<file path="src/rtl/mandelbrot_pkg.sv">
// Shared constants and state encoding for the Mandelbrot block requester.
package mandelbrot_pkg;
  localparam logic [7:0] CMD_RESET       = 8'h00;
  localparam logic [7:0] CMD_SEND_BUFFER = 8'h01;
  localparam int         FRAME_LEN       = 7;

  typedef enum logic [2:0] {IDLE, SEND, TX_HOLD, TX_WAIT, RECV} state_t;
endpackage

</file>
<file path="src/rtl/block_requester_if.sv">
// Block request channel: valid/ready handshake carrying the start coordinates.
interface block_requester_if #(parameter int N = 16);
  logic         req_valid;
  logic         req_ready;
  logic [N-1:0] c_real;
  logic [N-1:0] c_imag;
  logic [N-1:0] c_step;

  modport master (output req_valid, c_real, c_imag, c_step, input req_ready);
  modport slave  (input req_valid, c_real, c_imag, c_step, output req_ready);
endinterface

</file>
<file path="src/rtl/frame_serializer.sv">
// Command frame byte sequencer: holds the byte index and muxes out the current byte.
module frame_serializer
  import mandelbrot_pkg::*;
#(
  parameter int N = 16
) (
  input  logic         clk,
  input  logic         rst_n,
  input  logic         i_clr,
  input  logic         i_adv,
  input  logic [N-1:0] i_c_real,
  input  logic [N-1:0] i_c_imag,
  input  logic [N-1:0] i_c_step,
  output logic [7:0]   o_byte,
  output logic         o_frame_done
);
  logic [2:0]  r_idx;
  logic [15:0] w_cr, w_ci, w_cs;

  assign w_cr = 16'(i_c_real);
  assign w_ci = 16'(i_c_imag);
  assign w_cs = 16'(i_c_step);

  always_ff @(posedge clk or negedge rst_n) begin
    if (!rst_n)     r_idx <= '0;
    else if (i_clr) r_idx <= '0;
    else if (i_adv) r_idx <= r_idx + 3'd1;
  end

  always_comb begin
    o_byte = 8'h00;
    case (r_idx)
      3'd0: o_byte = CMD_SEND_BUFFER;
      3'd1: o_byte = w_cr[15:8];
      3'd2: o_byte = w_cr[7:0];
      3'd3: o_byte = w_ci[15:8];
      3'd4: o_byte = w_ci[7:0];
      3'd5: o_byte = w_cs[15:8];
      3'd6: o_byte = w_cs[7:0];
      default: o_byte = 8'h00;
    endcase
  end

  // Index is advanced once per sent byte, so reaching FRAME_LEN means all bytes are out.
  assign o_frame_done = (r_idx == 3'(FRAME_LEN));
endmodule

</file>
<file path="src/rtl/block_requester.sv">
// Sends a 7-byte block command over UART, then streams BLOCK_SIZE^2 result bytes as pixels.
// Define REQ_TIMEOUT_EN to enable the receive watchdog (sticky error, aborts without done).
module block_requester
  import mandelbrot_pkg::*;
#(
  parameter int N              = 16,
  parameter int BLOCK_SIZE     = 64,
  parameter int TIMEOUT_CYCLES = 1000000
) (
  input  logic               clk,
  input  logic               rst_n,
  block_requester_if.slave   req,
  output logic [7:0]         tx_data,
  output logic               tx_start,
  input  logic               tx_active,
  input  logic [7:0]         rx_data,
  input  logic               rx_ready,
  output logic               pix_valid,
  output logic [7:0]         pix_x,
  output logic [7:0]         pix_y,
  output logic [7:0]         pix_count,
  output logic               busy,
  output logic               done,
  output logic               error
);
  localparam int PW = (BLOCK_SIZE > 1) ? $clog2(BLOCK_SIZE) : 1;
  localparam logic [PW-1:0] LAST = PW'(BLOCK_SIZE - 1);

  state_t        r_state;
  logic [N-1:0]  r_cr, r_ci, r_cs;
  logic [PW-1:0] r_col, r_row;
  logic [7:0]    w_byte;
  logic          w_frame_done;

`ifdef REQ_TIMEOUT_EN
  localparam int WD_W = $clog2(TIMEOUT_CYCLES + 1);
  logic [WD_W-1:0] r_wd;
`else
  assign error = 1'b0;
`endif

  frame_serializer #(.N(N)) u_ser (
    .clk          (clk),
    .rst_n        (rst_n),
    .i_clr        (r_state == IDLE),
    .i_adv        (r_state == TX_HOLD),
    .i_c_real     (r_cr),
    .i_c_imag     (r_ci),
    .i_c_step     (r_cs),
    .o_byte       (w_byte),
    .o_frame_done (w_frame_done)
  );

  assign busy          = (r_state != IDLE);
  assign req.req_ready = (r_state == IDLE);

  always_ff @(posedge clk or negedge rst_n) begin
    if (!rst_n) begin
      r_state   <= IDLE;
      r_cr      <= '0;
      r_ci      <= '0;
      r_cs      <= '0;
      tx_data   <= '0;
      tx_start  <= 1'b0;
      pix_valid <= 1'b0;
      pix_x     <= '0;
      pix_y     <= '0;
      pix_count <= '0;
      done      <= 1'b0;
      r_col     <= '0;
      r_row     <= '0;
`ifdef REQ_TIMEOUT_EN
      error     <= 1'b0;
      r_wd      <= '0;
`endif
    end else begin
      tx_start  <= 1'b0;
      pix_valid <= 1'b0;
      done      <= 1'b0;
      case (r_state)
        IDLE: if (req.req_valid) begin
          r_cr    <= req.c_real;
          r_ci    <= req.c_imag;
          r_cs    <= req.c_step;
`ifdef REQ_TIMEOUT_EN
          error   <= 1'b0;
`endif
          r_state <= SEND;
        end
        SEND: if (!tx_active) begin
          tx_data  <= w_byte;
          tx_start <= 1'b1;
          r_state  <= TX_HOLD;
        end
        // UART raises tx_active a cycle after the strobe; TX_HOLD covers that gap.
        TX_HOLD: r_state <= TX_WAIT;
        TX_WAIT: if (!tx_active) begin
          if (w_frame_done) begin
            r_col   <= '0;
            r_row   <= '0;
            pix_x   <= '0;
            pix_y   <= '0;
`ifdef REQ_TIMEOUT_EN
            r_wd    <= '0;
`endif
            r_state <= RECV;
          end else begin
            r_state <= SEND;
          end
        end
        RECV: begin
          if (rx_ready) begin
            pix_valid <= 1'b1;
            pix_count <= rx_data;
            pix_x     <= 8'(r_col);
            pix_y     <= 8'(r_row);
`ifdef REQ_TIMEOUT_EN
            r_wd      <= '0;
`endif
            if (r_col == LAST) begin
              r_col <= '0;
              r_row <= r_row + 1'b1;
              if (r_row == LAST) begin
                done    <= 1'b1;
                r_state <= IDLE;
              end
            end else begin
              r_col <= r_col + 1'b1;
            end
          end
`ifdef REQ_TIMEOUT_EN
          else if (r_wd == WD_W'(TIMEOUT_CYCLES - 1)) begin
            error   <= 1'b1;
            r_state <= IDLE;
          end else begin
            r_wd <= r_wd + 1'b1;
          end
`endif
        end
        default: r_state <= IDLE;
      endcase
    end
  end
endmodule

</file>
<file path="src/flat_wrapper.sv">
// flat-port wrapper written by rule: the top's interface ports become plain ports
module block_requester_flat import mandelbrot_pkg::*;
#(
  parameter int N              = 16,
  parameter int BLOCK_SIZE     = 64,
  parameter int TIMEOUT_CYCLES = 1000000
)
  (clk, rst_n, tx_data, tx_start, tx_active, rx_data, rx_ready, pix_valid, pix_x, pix_y, pix_count, busy, done, error, req_req_valid, req_c_real, req_c_imag, req_c_step, req_req_ready);
  block_requester_if #(.N(N)) req_i ();
  input  logic clk;
  input  logic rst_n;
  output logic [7:0] tx_data;
  output logic tx_start;
  input  logic tx_active;
  input  logic [7:0] rx_data;
  input  logic rx_ready;
  output logic pix_valid;
  output logic [7:0] pix_x;
  output logic [7:0] pix_y;
  output logic [7:0] pix_count;
  output logic busy;
  output logic done;
  output logic error;
  input wire logic [$bits(req_i.req_valid)-1:0] req_req_valid;
  input wire logic [$bits(req_i.c_real)-1:0] req_c_real;
  input wire logic [$bits(req_i.c_imag)-1:0] req_c_imag;
  input wire logic [$bits(req_i.c_step)-1:0] req_c_step;
  output wire logic [$bits(req_i.req_ready)-1:0] req_req_ready;
  assign req_i.req_valid = req_req_valid;
  assign req_i.c_real = req_c_real;
  assign req_i.c_imag = req_c_imag;
  assign req_i.c_step = req_c_step;
  assign req_req_ready = req_i.req_ready;
  block_requester #(.N(N), .BLOCK_SIZE(BLOCK_SIZE), .TIMEOUT_CYCLES(TIMEOUT_CYCLES)) u_core (.clk(clk), .rst_n(rst_n), .req(req_i), .tx_data(tx_data), .tx_start(tx_start), .tx_active(tx_active), .rx_data(rx_data), .rx_ready(rx_ready), .pix_valid(pix_valid), .pix_x(pix_x), .pix_y(pix_y), .pix_count(pix_count), .busy(busy), .done(done), .error(error));
endmodule
</file>
<file path="config.mk">
export PLATFORM = sky130hd
export DESIGN_NAME = block_requester_flat
export DESIGN_NICKNAME = d
export VERILOG_FILES = /design/src/rtl/mandelbrot_pkg.sv /design/src/rtl/block_requester_if.sv /design/src/rtl/frame_serializer.sv /design/src/rtl/block_requester.sv /design/src/flat_wrapper.sv
export SDC_FILE = /design/constraint.sdc
export NUM_CORES = 1
export LEC_CHECK = 0
export CAP_MARGIN = 40
export CORE_MARGIN = 1
export CORE_UTILIZATION = 35
export DETAILED_ROUTE_END_ITERATION = 8
export GPL_TIMING_DRIVEN = 0
export SYNTH_ARGS = -nofsm -noshare
export SYNTH_HDL_FRONTEND = slang
export SYNTH_HIERARCHICAL = 1
export SYNTH_SLANG_ARGS = --single-unit
</file>
<file path="constraint.sdc">
create_clock -name clk -period 2.52 [get_ports clk]
set_input_delay 0.756 -clock clk [delete_from_list [all_inputs] [get_ports clk]]
set_output_delay 0.756 -clock clk [all_outputs]
set_load 0.05 [all_outputs]
</file>
==> impl_results.md <==
- Status: finished, final reports clean
- Post-DR wirelength/cell: 15.92 um
- Initial antenna violation count: 0
- Pins Over Slew Limit: 0
- Nets@finish: 520
- CP Launch Type: register
- DIE AREA: 12770 sq um
- Area share of the largest cell type after synthesis: 0.5630
- Delay-heaviest family, CP: buffers and inverters
- Die width: 113.0 um
- Row count: 40
- Critical Path RT: 1760 ps
- Reg clk slew, reported paths: 70 ps
- Residual DRC count: 0
- Initial drt markers: 140
- Critical Path AT: 1650 ps
- Total Power: 5.917 mW
- Synth cell count leaders: dfrtp_1 (97), mux2_2 (59), nand2_1 (38), a22o_1 (14)
- Ant diodes: 0
- GPL Wtd Cong: 0.7860
- H-Tree Depth: 3
- CP Capture Type: output pin
- TritonCTS clock tree: done
- Wire length on met2: 4601 um
- ANT nets after route: 0
- Final WL: 9598 um
- Post-Syn Area: 4312 sq um
- R2R Path Start: u_core/u_ser/r_idx[2]$_DFFE_PN0P_
- Critical path fanouts, max: 8
- Worst Max-Slew Pin Slew: 640.7 ps
- HPWL Detailed: 6899 um
- Worst path cell trace: buf_4 > nor3_4 > inv_1 > dlygate4sd2_1
- Vias in the first global route: 3148
- Compound-Gate Fraction of Synth Area: 0.1111
- Core ar.: 12010 sq um
- Peak supply drop: 488.8 uV
- Post-Synth Simple-Gate Area: 0.09460
- Fraction of layout cells with a size suffix above 1: 0.2346
- Initial core utilization: 0.3590
- Later-pin clock latency in the skew report: 340 ps
- Cell Area, Placed: 5485 sq um
- Yosys top cell by area: dfrtp_1
- Final hold vios: 0
- Root buf cell: clkbuf_16
- WL met3: 592 um
- Cts bufs inserted: 9
- Buffers on Ports: 93
- Final instance area: 5763 sq um
- Area Growth Syn to Fin: 33.66%
- Vias: 3053
- Die extent in y: 113.0 um
- Worst reg2reg path depth: 8
- Final min period: 2410 ps
- Highest routed layer: met4
- Post-Synth Adder-Cell Area: 0.02322
- Post-synthesis mux area share: 0.1634
- R2R setup slack: 290 ps
- Primary FF master, synth: dfrtp_1
- Crit Path Category: register to output pin
- Hold Crit Class: primary input to asynchronous set/reset pin
- Flops & latches, synth: 97
- Async S/R FF share, synth: 1.000
- Top-count cell post-synth: dfrtp_1
- Number of flops mapped to enable cells by yosys: 0
- Slew HR: 0.5719
- Final Skew: 6.172 ps
- Crit path largest cell delay: 420 ps
- Critical path's slowest cell: dlygate4sd2_1
- Reg-to-reg endpoint: u_core/tx_data[6]$_DFFE_PN0P_
- Max clock buf depth: 2
- Fin crit share: 0.9564
- Yosys Warn Count: 6
- Synth cell types: 51
- RSZ-0062 raised after global routing: false
- Total GRT Usage: 0.1612
- Main combinational cell family by area after synthesis: multiplexers
- Largest cells by area after synthesis: dfrtp_1 (56%), mux2_2 (15%), nand2_1 (3.3%), a22o_1 (2.8%), ha_1 (2.3%)
- Length of the first detailed-routing pass in iterations: 4
- Final setup violation count: 0
- Power Density: 1027 nW/um^2
- WP buf/inv: 3
- Pleak: 2.537 nW
- Xor/xnor share of the synthesized area: 0.004063
- Metal-1 WL: 4324 um
- Largest net degree at the start of global routing: 56
- Syn_area_per_cell: 12.64 sq um
- # Post-CTS Setup Buffers: 0
- Clock sink total: 97
- First-pass GRT wire length: 16080 um
- Overflow after GRT: 0
- Max-cap violations: 0
- Post-Synthesis Cells: 341
- Worst setup path start: u_core/r_state[2]$_DFFE_PN0P_
- # IOs: 99
- Max Clock Freq: 0.4149 GHz
- Routed vias/inst: 5.063
- Post-synthesis sequential area ratio: 0.5630
logic make-up (layout without fill, tap and decap cells):
group,count (synthesis),after routing
flip-flops,97,97
AND/OR/NAND/NOR,80,80
multiplexers,62,62
AO/OA/AOI/OAI,61,61
buffers and inverters,30,141
adder cells (fa/ha/maj),8,8
XOR/XNOR,2,2
other,1,5
final cells by class:
type | instances | area [sq um]
plain buffers | 24 | 147.6
clock buffers | 9 | 225.2
clock inverters | 7 | 52.55
fillers | 1109 | 6248
inverters | 6 | 23.77
multi-input cells | 218 | 1739
flip-flops and latches | 97 | 2427
well taps | 147 | 183.9
repair buffers | 95 | 963.4
worst reg2reg max path, delay by kind of cell, from the launching register on:
kind                     cells  cell delay, ps
AO/OA/AOI/OAI                2             550
buffers and inverters        4             730
multiplexers                 1             260
adder cells (fa/ha/maj)      1             210
flip-flops                   1             370
state kept, by name, indices dropped and copies added, names as in the netlist, 3 cells and up:
name / flops
u_core/r_ci: 16
u_core/pix_count: 8
u_core/r_cr: 16
u_core/tx_data: 8
u_core/r_cs: 16
u_core/u_ser/r_idx: 3
u_core/pix_x: 6
u_core/pix_y: 6
u_core/r_row: 6
u_core/r_col: 6
u_core/r_state: 3
worst max-delay path by stage:
stage	to	slack, ps	cells past startpoint
2_1_floorplan	busy	310	3
3_3_place_gp	u_core/r_ci[1]$_DFFE_PN0P_	-2940	1
3_5_place_dp	u_core/tx_data[5]$_DFFE_PN0P_	30	5
4_1_cts	busy	60	4
5_1_grt	busy	20	4
6_report	busy	110	4
where the power goes:
group,internal [mW],total (mW),switching (mW)
clock network,0.682,1.29,0.607
logic,1.08,2.19,1.11
registers,2.10,2.44,0.331
cell usage in the layout, fill, tap and decap left out, types with 5 or more instances in the layout:
cell / instances
clkdlybuf4s50_1: 90
nand2_1: 38
o21ai_0: 8
inv_1: 5
nor2_1: 7
conb_1: 5
a21oi_1: 7
buf_4: 11
ha_1: 8
buf_2: 7
nand3_1: 9
mux2_2: 59
dfrtp_1: 97
clkbuf_16: 9
a22o_1: 14
layer usage:
metal | track usage | vias to the layer above
li1 | - | 1451
met3 | 0.04446 | 7
met1 | 0.2082 | 1500
met5 | 0 | -
met2 | 0.2691 | 95
met4 | 0.03947 | 0
repair_timing:
item / 4_1_cts / 5_1_grt
hold buffers: 0 / 0
endpoints found under the setup margin: 2 / 0
gates resized for setup: 4 / 0
metrics by stage:
stage / worst slack, ps / TNS [ps] / instances / util / hold WS [ps]
final: 109.8 / 0 / 603 / 0.4798 / 411.7
after global routing: 20.73 / 0 / 603 / 0.4798 / 452.2
after CTS: 59.68 / 0 / 603 / 0.4798 / 422.0
after detailed placement: 26.37 / 0 / 587 / 0.4567 / 460.7
after global placement: -2938 / -286060 / 585 / 0.4540 / 459.4
after floorplan: 312.3 / 0 / 345 / - / 460.4
(Power assumes the default switching activity.)
